### src/rtl/usb_decode_pkg.sv
// Shared USB receive/transmit definitions: PID classes and types, decoder
// states, and the CRC5/CRC16 helpers used on both sides of the wire.
package usb_decode_pkg;

    typedef enum logic [1:0] {
        PID_SPECIAL = 2'b00,
        PID_TOK     = 2'b01,
        PID_HSK     = 2'b10,
        PID_DATA    = 2'b11
    } pid_class_e;

    typedef enum logic [1:0] {
        HSK_ACK   = 2'b00,
        HSK_NYET  = 2'b01,
        HSK_NAK   = 2'b10,
        HSK_STALL = 2'b11
    } hsk_type_e;

    typedef enum logic [1:0] {
        TOK_OUT   = 2'b00,
        TOK_SOF   = 2'b01,
        TOK_IN    = 2'b10,
        TOK_SETUP = 2'b11
    } tok_type_e;

    typedef enum logic [1:0] {
        DAT_DATA0 = 2'b00,
        DAT_DATA2 = 2'b01,
        DAT_DATA1 = 2'b10,
        DAT_MDATA = 2'b11
    } dat_type_e;

    typedef enum logic [2:0] {
        ST_IDLE,
        ST_TOK1,
        ST_TOK2,
        ST_DATA,
        ST_DROP
    } state_t;

    localparam logic [4:0]  CRC5_INIT     = 5'b11111;
    localparam logic [4:0]  CRC5_RESIDUAL = 5'b01100;
    localparam logic [15:0] CRC16_INIT    = 16'hFFFF;

    // Serial CRC5 (x^5+x^2+1), bit 0 of d enters first.
    function automatic logic [4:0] crc5(input logic [15:0] d, input logic [4:0] c);
        logic [4:0] r;
        r = c;
        for (int i = 0; i < 16; i++)
            r = {r[3:0], 1'b0} ^ ((r[4] ^ d[i]) ? 5'b00101 : 5'b00000);
        return r;
    endfunction

    // Serial CRC16 (x^16+x^15+x^2+1), one byte, LSB first.
    function automatic logic [15:0] crc16(input logic [7:0] d, input logic [15:0] c);
        logic [15:0] r;
        r = c;
        for (int i = 0; i < 8; i++)
            r = {r[14:0], 1'b0} ^ ((r[15] ^ d[i]) ? 16'h8005 : 16'h0000);
        return r;
    endfunction

    function automatic logic [15:0] bitrev16(input logic [15:0] v);
        logic [15:0] r;
        for (int i = 0; i < 16; i++)
            r[i] = v[15 - i];
        return r;
    endfunction

endpackage

### src/rtl/usb_crc16_strip.sv
// Data-packet body path: delays the byte stream by two so the trailing CRC16
// bytes are never forwarded, and checks them against the running CRC.
module usb_crc16_strip
    import usb_decode_pkg::*;
(
    input  logic       clock,
    input  logic       reset,
    input  logic [7:0] in_data,
    input  logic       in_valid,
    input  logic       in_last,
    output logic       primed,
    output logic [7:0] out_data,
    output logic       out_valid,
    output logic       out_last,
    output logic       pkt_end,
    output logic       crc_err
);

    logic [7:0]  buf0;
    logic [7:0]  buf1;
    logic [1:0]  cnt;
    logic [15:0] crc_q;
    logic [15:0] crc_next;

    assign crc_next = crc16(buf0, crc_q);
    assign primed   = (cnt != 2'd0);

    always_ff @(posedge clock) begin
        if (in_valid && !in_last) begin
            buf0 <= buf1;
            buf1 <= in_data;
        end
    end

    always_ff @(posedge clock) begin
        if (reset) begin
            cnt       <= 2'd0;
            crc_q     <= CRC16_INIT;
            out_data  <= 8'd0;
            out_valid <= 1'b0;
            out_last  <= 1'b0;
            pkt_end   <= 1'b0;
            crc_err   <= 1'b0;
        end else begin
            out_valid <= 1'b0;
            out_last  <= 1'b0;
            pkt_end   <= 1'b0;
            crc_err   <= 1'b0;
            if (in_valid) begin
                if (in_last) begin
                    cnt   <= 2'd0;
                    crc_q <= CRC16_INIT;
                    // CRC arrives low byte first, so the final byte is the high half.
                    if (cnt == 2'd2) begin
                        out_valid <= 1'b1;
                        out_last  <= 1'b1;
                        out_data  <= buf0;
                        pkt_end   <= 1'b1;
                        crc_err   <= ({in_data, buf1} != ~bitrev16(crc_next));
                    end else if (cnt == 2'd1) begin
                        pkt_end <= 1'b1;
                        crc_err <= ({in_data, buf1} != ~bitrev16(crc_q));
                    end
                end else if (cnt == 2'd2) begin
                    out_valid <= 1'b1;
                    out_data  <= buf0;
                    crc_q     <= crc_next;
                end else begin
                    cnt <= cnt + 2'd1;
                end
            end
        end
    end

endmodule

### src/rtl/usb_decode.sv
// USB receive packet decoder: validates PIDs, classifies packets, checks
// token CRC5 and hands data bodies to the CRC16 strip stage.
module usb_decode
    import usb_decode_pkg::*;
(
    input  logic       clock,
    input  logic       reset,
    input  logic       rx_tvalid_i,
    output logic       rx_tready_o,
    input  logic       rx_tlast_i,
    input  logic [7:0] rx_tdata_i,
    output logic       hsk_recv_o,
    output logic [1:0] hsk_type_o,
    output logic       tok_recv_o,
    output logic [1:0] tok_type_o,
    output logic [6:0] tok_addr_o,
    output logic [3:0] tok_endp_o,
    output logic       trn_start_o,
    output logic [1:0] trn_type_o,
    output logic       trn_tvalid_o,
    output logic       trn_tlast_o,
    output logic [7:0] trn_tdata_o,
    output logic       trn_end_o,
    output logic       trn_crc_err_o,
    output logic       rx_err_o
);

    state_t     state;
    logic       drop_err;
    logic [7:0] b1;
    logic       acc;
    logic       pid_ok;
    logic       primed;
    logic [4:0] res5;

    assign acc    = rx_tvalid_i & rx_tready_o;
    assign pid_ok = (rx_tdata_i[7:4] == ~rx_tdata_i[3:0]);
    assign res5   = crc5({rx_tdata_i, b1}, CRC5_INIT);

    usb_crc16_strip u_strip (
        .clock    (clock),
        .reset    (reset),
        .in_data  (rx_tdata_i),
        .in_valid (acc && (state == ST_DATA)),
        .in_last  (rx_tlast_i),
        .primed   (primed),
        .out_data (trn_tdata_o),
        .out_valid(trn_tvalid_o),
        .out_last (trn_tlast_o),
        .pkt_end  (trn_end_o),
        .crc_err  (trn_crc_err_o)
    );

    always_ff @(posedge clock) begin
        if (reset) begin
            state       <= ST_IDLE;
            drop_err    <= 1'b0;
            b1          <= 8'd0;
            rx_tready_o <= 1'b0;
            hsk_recv_o  <= 1'b0;
            hsk_type_o  <= 2'd0;
            tok_recv_o  <= 1'b0;
            tok_type_o  <= 2'd0;
            tok_addr_o  <= 7'd0;
            tok_endp_o  <= 4'd0;
            trn_start_o <= 1'b0;
            trn_type_o  <= 2'd0;
            rx_err_o    <= 1'b0;
        end else begin
            rx_tready_o <= 1'b1;
            hsk_recv_o  <= 1'b0;
            tok_recv_o  <= 1'b0;
            trn_start_o <= 1'b0;
            rx_err_o    <= 1'b0;
            if (acc) begin
                case (state)
                    ST_IDLE: begin
                        if (!pid_ok) begin
                            if (rx_tlast_i) rx_err_o <= 1'b1;
                            else begin
                                state    <= ST_DROP;
                                drop_err <= 1'b1;
                            end
                        end else begin
                            case (pid_class_e'(rx_tdata_i[1:0]))
                                PID_HSK: begin
                                    if (rx_tlast_i) begin
                                        hsk_recv_o <= 1'b1;
                                        hsk_type_o <= rx_tdata_i[3:2];
                                    end else begin
                                        state    <= ST_DROP;
                                        drop_err <= 1'b1;
                                    end
                                end
                                PID_TOK: begin
                                    tok_type_o <= rx_tdata_i[3:2];
                                    if (rx_tlast_i) rx_err_o <= 1'b1;
                                    else state <= ST_TOK1;
                                end
                                PID_DATA: begin
                                    trn_start_o <= 1'b1;
                                    trn_type_o  <= rx_tdata_i[3:2];
                                    if (rx_tlast_i) rx_err_o <= 1'b1;
                                    else state <= ST_DATA;
                                end
                                default: begin
                                    if (rx_tlast_i) rx_err_o <= 1'b1;
                                    else begin
                                        state    <= ST_DROP;
                                        drop_err <= 1'b0;
                                    end
                                end
                            endcase
                        end
                    end
                    ST_TOK1: begin
                        b1 <= rx_tdata_i;
                        if (rx_tlast_i) begin
                            rx_err_o <= 1'b1;
                            state    <= ST_IDLE;
                        end else begin
                            state <= ST_TOK2;
                        end
                    end
                    ST_TOK2: begin
                        if (!rx_tlast_i) begin
                            state    <= ST_DROP;
                            drop_err <= 1'b1;
                        end else begin
                            state <= ST_IDLE;
                            if (res5 == CRC5_RESIDUAL) begin
                                tok_recv_o <= 1'b1;
                                tok_addr_o <= b1[6:0];
                                tok_endp_o <= {rx_tdata_i[2:0], b1[7]};
                            end else begin
                                rx_err_o <= 1'b1;
                            end
                        end
                    end
                    ST_DATA: begin
                        // The strip stage reports the end; only a body too short for a CRC is flagged here.
                        if (rx_tlast_i) begin
                            state <= ST_IDLE;
                            if (!primed) rx_err_o <= 1'b1;
                        end
                    end
                    ST_DROP: begin
                        if (rx_tlast_i) begin
                            state    <= ST_IDLE;
                            rx_err_o <= drop_err;
                        end
                    end
                    default: state <= ST_IDLE;
                endcase
            end
        end
    end

endmodule

### config.mk
export PLATFORM = sky130hd
export DESIGN_NAME = usb_decode
export DESIGN_NICKNAME = d
export VERILOG_FILES = /design/src/rtl/usb_decode_pkg.sv /design/src/rtl/usb_crc16_strip.sv /design/src/rtl/usb_decode.sv
export SDC_FILE = /design/constraint.sdc
export NUM_CORES = 1
export LEC_CHECK = 0
export ABC_AREA = 1
export CELL_PAD_IN_SITES_DETAIL_PLACEMENT = 1
export CELL_PAD_IN_SITES_GLOBAL_PLACEMENT = 1
export CORE_MARGIN = 3
export CORE_UTILIZATION = 29
export CTS_CLUSTER_SIZE = 14
export DETAILED_ROUTE_END_ITERATION = 10
export PLACE_DENSITY_LB_ADDON = 0.1
export SYNTH_ARGS = -nofsm -noshare
export SYNTH_HDL_FRONTEND = slang
export SYNTH_SLANG_ARGS = --single-unit
### constraint.sdc
create_clock -name clock -period 2.08 [get_ports clock]
set_input_delay 0.208 -clock clock [delete_from_list [all_inputs] [get_ports clock]]
set_output_delay 0.208 -clock clock [all_outputs]
set_load 0.1 [all_outputs]
* Word level (Yosys, flattened, before mapping)
Cells that the tools add are included.
** Word-level totals
- Register bits after elaboration :: 80
- Input bits :: 12
- Output and inout port bits :: 34
- Word-level logic and storage cells :: 182
** Cells by class
- Add/subtract/negate cells :: 1
- Eq/ne operators :: 18
- Multiplexer cells :: 58
- Bitwise operators :: 58
- Reduce and logical (&&, ||, !) cells :: 25
** Operators with widths (number)
- $mux W16 :: 10
- $xor A16 B16 Y16 :: 8
- $xor A5 B3 Y5 :: 15
- $mux W3 :: 22
- $ne A16 B16 Y1 :: 2
- $not A16 Y16 :: 2
- $xor A1 B1 Y1 :: 23
- $mux W1 :: 18
- $reduce_and A4 Y1 :: 4
- $pmux W3 S4 :: 1
- $ne A4 B4 Y1 const B :: 2
- $reduce_and A2 Y1 :: 4
- $reduce_or A2 Y1 :: 4
- $reduce_or A4 Y1 :: 2
- $not A1 Y1 :: 7
- $eq A2 B2 Y1 const B :: 3
- $eq A3 B2 Y1 const B :: 2
- $mux W2 :: 3
- $pmux W3 S2 :: 1
- $reduce_bool A2 Y1 :: 3
- $eq A5 B4 Y1 const B :: 1
- $pmux W1 S5 :: 1
- $reduce_and A5 Y1 :: 1
- $reduce_or A5 Y1 :: 1
- other kinds (17) :: 20

* Longest topological paths before layout
- Depth after elaboration :: 51
- Depth in mapped cells :: 20
- Mapped depth without buffers :: 20

* Modules after synthesis
A second synthesis with hierarchy kept.
** Second synthesis, totals
- Cells, all modules :: 613
- Area, all modules :: 4400.5 um2
** Modules (own cells, without submodules)
- usb_crc16_strip :: times used 1, cells an instance 299, area each 2532.4 um2
- usb_decode :: times used 1, cells an instance 314, area each 1868.0 um2

* Worst setup path before layout
OpenSTA, ideal clock, no wires.
- Kind :: reg-to-reg
- Start point :: reg rx_tready_o
- End point :: reg u_strip.buf0[0], enable pin
- Arrival time :: 2.187 ns
- Required time :: 1.689 ns
- Setup slack :: -0.498 ns
- Cell stages (with the launch flop) :: 5
- Buffers on the path :: 0
- Period minus slack after synthesis :: 2.578 ns
- Cell sequence :: dfxtp_1 nand2_1 inv_1 nand2_1 nor2_1
** Between the ends
- Word-level cells in the longest chain between the ends :: 3
** RTL lines
- start: declaration :: RTL line usb_decode.sv:9 : output logic rx_tready_o,
- start signal: assignment :: RTL line usb_decode.sv:59 : rx_tready_o <= 1'b0;
- start signal: assignment :: RTL line usb_decode.sv:70 : rx_tready_o <= 1'b1;
- $and A1 B1 Y1 :: RTL line usb_decode.sv:36 : assign acc = rx_tvalid_i & rx_tready_o;
- $logic_and A1 B1 Y1 :: RTL line usb_decode.sv:44 : .in_valid (acc && (state == ST_DATA)),
- $logic_and A1 B1 Y1 :: RTL line usb_crc16_strip.sv:29 : if (in_valid && !in_last) begin
- end signal: assignment :: RTL line usb_crc16_strip.sv:30 : buf0 <= buf1;
- end: declaration :: RTL line usb_crc16_strip.sv:19 : logic [7:0] buf0;
No other way between the ends.
A chain may end at the register's enable or synchronous reset.

* Worst setup path in the final report
- Start point :: reg u_strip.buf0[1]
- End point :: reg u_strip.crc_err
** Between the ends
- Word-level cells in the longest chain between the ends :: 24
** RTL lines
- $xor A1 B1 Y1 (*) :: RTL line usb_decode_pkg.sv:59 : r = {r[14:0], 1'b0} ^ ((r[15] ^ d[i]) ? 16'h8005 : 16'h0000);
- $mux W16 (*) :: RTL line usb_decode_pkg.sv:59
- $xor A16 B16 Y16 (*) :: RTL line usb_decode_pkg.sv:59
- $xor A1 B1 Y1 :: RTL line usb_decode_pkg.sv:59
- $mux W16 :: RTL line usb_decode_pkg.sv:59
- $xor A16 B16 Y16 (*) :: RTL line usb_decode_pkg.sv:59
- $xor A1 B1 Y1 :: RTL line usb_decode_pkg.sv:59
- $mux W16 :: RTL line usb_decode_pkg.sv:59
- (+8 left out)
- $mux W16 :: RTL line usb_decode_pkg.sv:59
- $xor A16 B16 Y16 (*) :: RTL line usb_decode_pkg.sv:59
- $xor A1 B1 Y1 :: RTL line usb_decode_pkg.sv:59
- $mux W16 :: RTL line usb_decode_pkg.sv:59
- $xor A16 B16 Y16 (*) :: RTL line usb_decode_pkg.sv:59
- $not A16 Y16 (*) :: RTL line usb_crc16_strip.sv:59 : crc_err <= ({in_data, buf1} != ~bitrev16(crc_next));
- $ne A16 B16 Y1 (*) :: RTL line usb_crc16_strip.sv:59
- $mux W1 (*) :: RTL line usb_crc16_strip.sv:54 : if (cnt == 2'd2) begin
- end signal: assignment :: RTL line usb_crc16_strip.sv:59
- end signal: assignment :: RTL line usb_crc16_strip.sv:62 : crc_err <= ({in_data, buf1} != ~bitrev16(crc_q));
- end: declaration :: RTL line usb_crc16_strip.sv:16 : output logic crc_err
Every way passes the cells marked *; elsewhere a longest branch is shown, timed or not.

==> metrics.csv <==
stage;metric;value;unit
clock_tree;latest clock arrival within the worst-skew pair;340;ps
placed_design;GP Congestion;0.8583;
power;Comb pwr share;11.1;%
floorplanning;die area;15600;µm²
synth;ys async rst share;0;%
timing;Tmin final;2221;ps
worst_setup_path;Worst Path Arrival;2460;ps
synth;post-synthesis cell type count;43;
power;Cell Pwr Density;595.3;nW/µm²
clock_tree;cts hold-fix bufs;0;
layout;Finished Layout Cells;817;
run_status;outcome;complete, but fails checks;
timing;RSZ-0062 raised after global routing;true;
layout;most frequent cells in the layout;117 x buf_4, 75 x nand2_1, 56 x dfxtp_1;
synth;top-area cell type share of the netlist area;31.26;%
timing;post-route setup slack;-141.4;ps
floorplanning;starting density of the core;30.35;%
clock_tree;clock sink count;80;
layout;Multi-input gate area;2487;µm²
worst_setup_path;startpoint types;flop;
layout;NumNets Final;652;
synth;dominant cell type by area after synthesis;dfxtp_1;
power;Pwr Total;3.675;mW
synth;mapped cell area;4099;µm²
timing;Final Cycle Share;106.8;%
layout;Ant. Diodes;0;
run;Max-cap violations;0;
layout;fill cell count;1589;
clock_tree;CTS Buffer Depth;2;
clock_tree;H-tree Lvls;3;
route;initial DRC count;138;
clock_tree;TritonCTS Buffers;9;
run_status;violated checks;negative setup slack;
min_path;Worst Hold Class;in -> reg;
floorplanning;Core ar.;13510;µm²
timing;fmax;450.2;MHz
route;Vias;3868;
worst_setup_path;Crit. Startpoint;u_strip.buf0[1];
synth;sequential area share after synthesis;42.98;%
timing;clk_skew;6.280;ps
worst_setup_path;register-to-register setup slack;-140;ps
synth;main area contributors after synthesis;dfxtp_1 31%, edfxtp_1 12%, nand2_1 8.4%, xor2_1 5.6%, inv_1 5.5%;
route;Routed wire per std cell;16.73;µm
grt;total gr overflow;0;
layout;FF/Latch Area;1779;µm²
clock_tree;clock tree from TritonCTS;built;
floorplanning;Horiz. Die Dim;124.9;µm
synth;Avg Cell Area, Syn;8.069;µm²
synth;Synth warnings;0;
placed_design;IO Port Bufs;45;
route;drt drc;0;
route;final wirelength;13670;µm
timing;measured slew at the worst slew-check pin;637.9;ps
power;leakage;2.544;nW
worst_setup_path;crit path capture;u_strip.crc_err;
route;antenna-violating nets left;0;
grt;vias in the first global route;4083;
placed_design;DP HPWL;9897;µm
layout;commonest non-fill, non-tap cell in the layout;buf_4;
layout;Layout Utilization;45.70;%
worst_setup_path;Max FO, Critical Path;4;
synth;number of synthesized flops with an enable pin;16;
clock_tree;Root Driver;clkbuf_16;
worst_setup_path;type of the worst setup path;reg -> reg;
floorplanning;Die Height;124.9;µm
timing;Slew Limit Fails;0;
placed_design;# placed instances;793;
power;Internal Power;2.771;mW
timing;Final Hold Vio Count;0;
synth;syn_nets;523;
clock_tree;CTS clk-pin slew, worst paths;60;ps
grt;Global Route Usage Sum;17.48;%
worst_setup_path;R2R depth;17;
power;Sw Ratio;24.60;%
synth;Post-synth top flop;dfxtp_1;
floorplanning;# IOs;46;
power;Seq pwr share;43.6;%
power;P_sw;0.9039;mW
worst_setup_path;Worst R2R Start;u_strip.buf0[1];
grt;initial antenna violation count;0;
synth;flops & latches, synth;80;
timing;relative slew slack;57.42;%
power;clock network fraction of total power;45.3;%
worst_setup_path;CP required;2310;ps
worst_setup_path;Worst setup EP type;flop;
route;drt pass-1 iters;4;
layout;P&R area growth vs syn;50.58;%
route;vias per cell;4.734;
power;Worst IR Drop VDD;0.0003033;V
grt;largest net degree at the start of global routing;39;
worst_setup_path;worst r2r dst;u_strip.crc_err;
layout;share of cells above drive strength 1;38.22;%
floorplanning;site row count;42;
synth;Synth Instances;508;
timing;setup_tns;-449.2;ps
grt;first-pass GRT wire length;21530;µm
timing;final setup fails;6;
-- synth_stat cells, types with 12 or more instances --
cell,count
o21ai_0,19
clkbuf_1,12
nand2_1,92
a21oi_1,37
xor2_1,26
nand3_1,37
dfxtp_1,64
edfxtp_1,16
xnor2_1,16
nor2_1,43
inv_1,60
o22ai_1,16
-- registers in the layout, indices dropped and copies added (netlist names), 2 cells and up, named ones only --
| signal | count |
|---|---|
| trn_type_o | 2 |
| tok_type_o | 2 |
| tok_addr_o | 7 |
| u_strip.buf0 | 8 |
| state | 3 |
| b1 | 8 |
| u_strip.out_data | 8 |
| u_strip.cnt | 2 |
| u_strip.buf1 | 8 |
| tok_endp_o | 4 |
| hsk_type_o | 2 |
| u_strip.crc_q | 16 |
-- logic make-up after synthesis --
family                   Yosys count  share of synthesized area [%]
adder cells (fa/ha/maj)            3                         0.9158
flip-flops                        80                          42.98
AO/OA/AOI/OAI                     99                          15.69
XOR/XNOR                          45                          10.44
AND/OR/NAND/NOR                  200                          21.52
buffers and inverters             81                          8.455
-- critical path: stages, from the launching register on --
cell and delay [ps]:
edfxtp_1 480, xnor2_2 180, nand2_2 110, nand2_4 90, nand2_4 90, nand3_4 110
nand2_4 120, nand2_4 70, nand3_4 80, nand2_2 80, nand2_4 120, nand2_4 80
nand2_4 110, nand3_1 100, nand3_2 90, nand2_1 50, nor2_1 110, nor2_1 40
-- area by class of cell --
type,count,share of cell area [%]
Tap cell,176,3.568
Clock buffer,14,4.967
Clock inverter,1,0.08109
Multi-Input combinational cell,347,40.30
Timing Repair Buffer,137,18.49
Inverter,62,3.771
Sequential cell,80,28.83
-- through the flow --
step,instance area [µm²],hold slack [ps],setup slack [ps]
3_5_place_dp,5234,455.7,-317.1
6_report,6172,390.6,-141.4
5_1_grt,6172,394.6,-289.0
2_1_floorplan,4106,295.9,98.86
3_3_place_gp,5234,448.7,-311.6
4_1_cts,5703,408.6,-60.02
-- layer usage --
layer	part of all wire, %	wire length (µm)	track usage (%)
met5	0	0	0
met1	49	6637	23.71
met3	2.1	292	2.959
met4	1.4	196	6.378
met2	48	6546	27.99
-- repair_timing --
action                                  CTS  global route
setup buffers                             2             5
cloned                                    0             3
endpoints found under the setup margin   15            25
pin swaps                                 6            27
gates resized for setup                  31            88
-- power by group through the flow --
stage / clock network [mW] / logic (mW) / registers (mW)
after floorplan: 0 / 0.192 / 1.65
after global placement: 0 / 0.347 / 1.64
after detailed placement: 0 / 0.354 / 1.64
after CTS: 1.72 / 0.370 / 1.60
after global routing: 1.79 / 0.444 / 1.60
final: 1.66 / 0.407 / 1.60
-- worst min-delay path by stage --
stage	startpoint	end	slack, ps	cells after the start
3_5_place_dp	u_strip.out_data[6]	u_strip.out_data[6]	460	2
3_3_place_gp	u_strip.out_data[3]	u_strip.out_data[3]	450	2
5_1_grt	rx_tdata_i[3]	u_strip.buf1[3]	390	2
6_report	rx_tdata_i[3]	u_strip.buf1[3]	390	2
4_1_cts	reset	rx_tready_o	410	2
2_1_floorplan	reset	u_strip.out_last	300	1
Power figures use the tool's default switching activity.
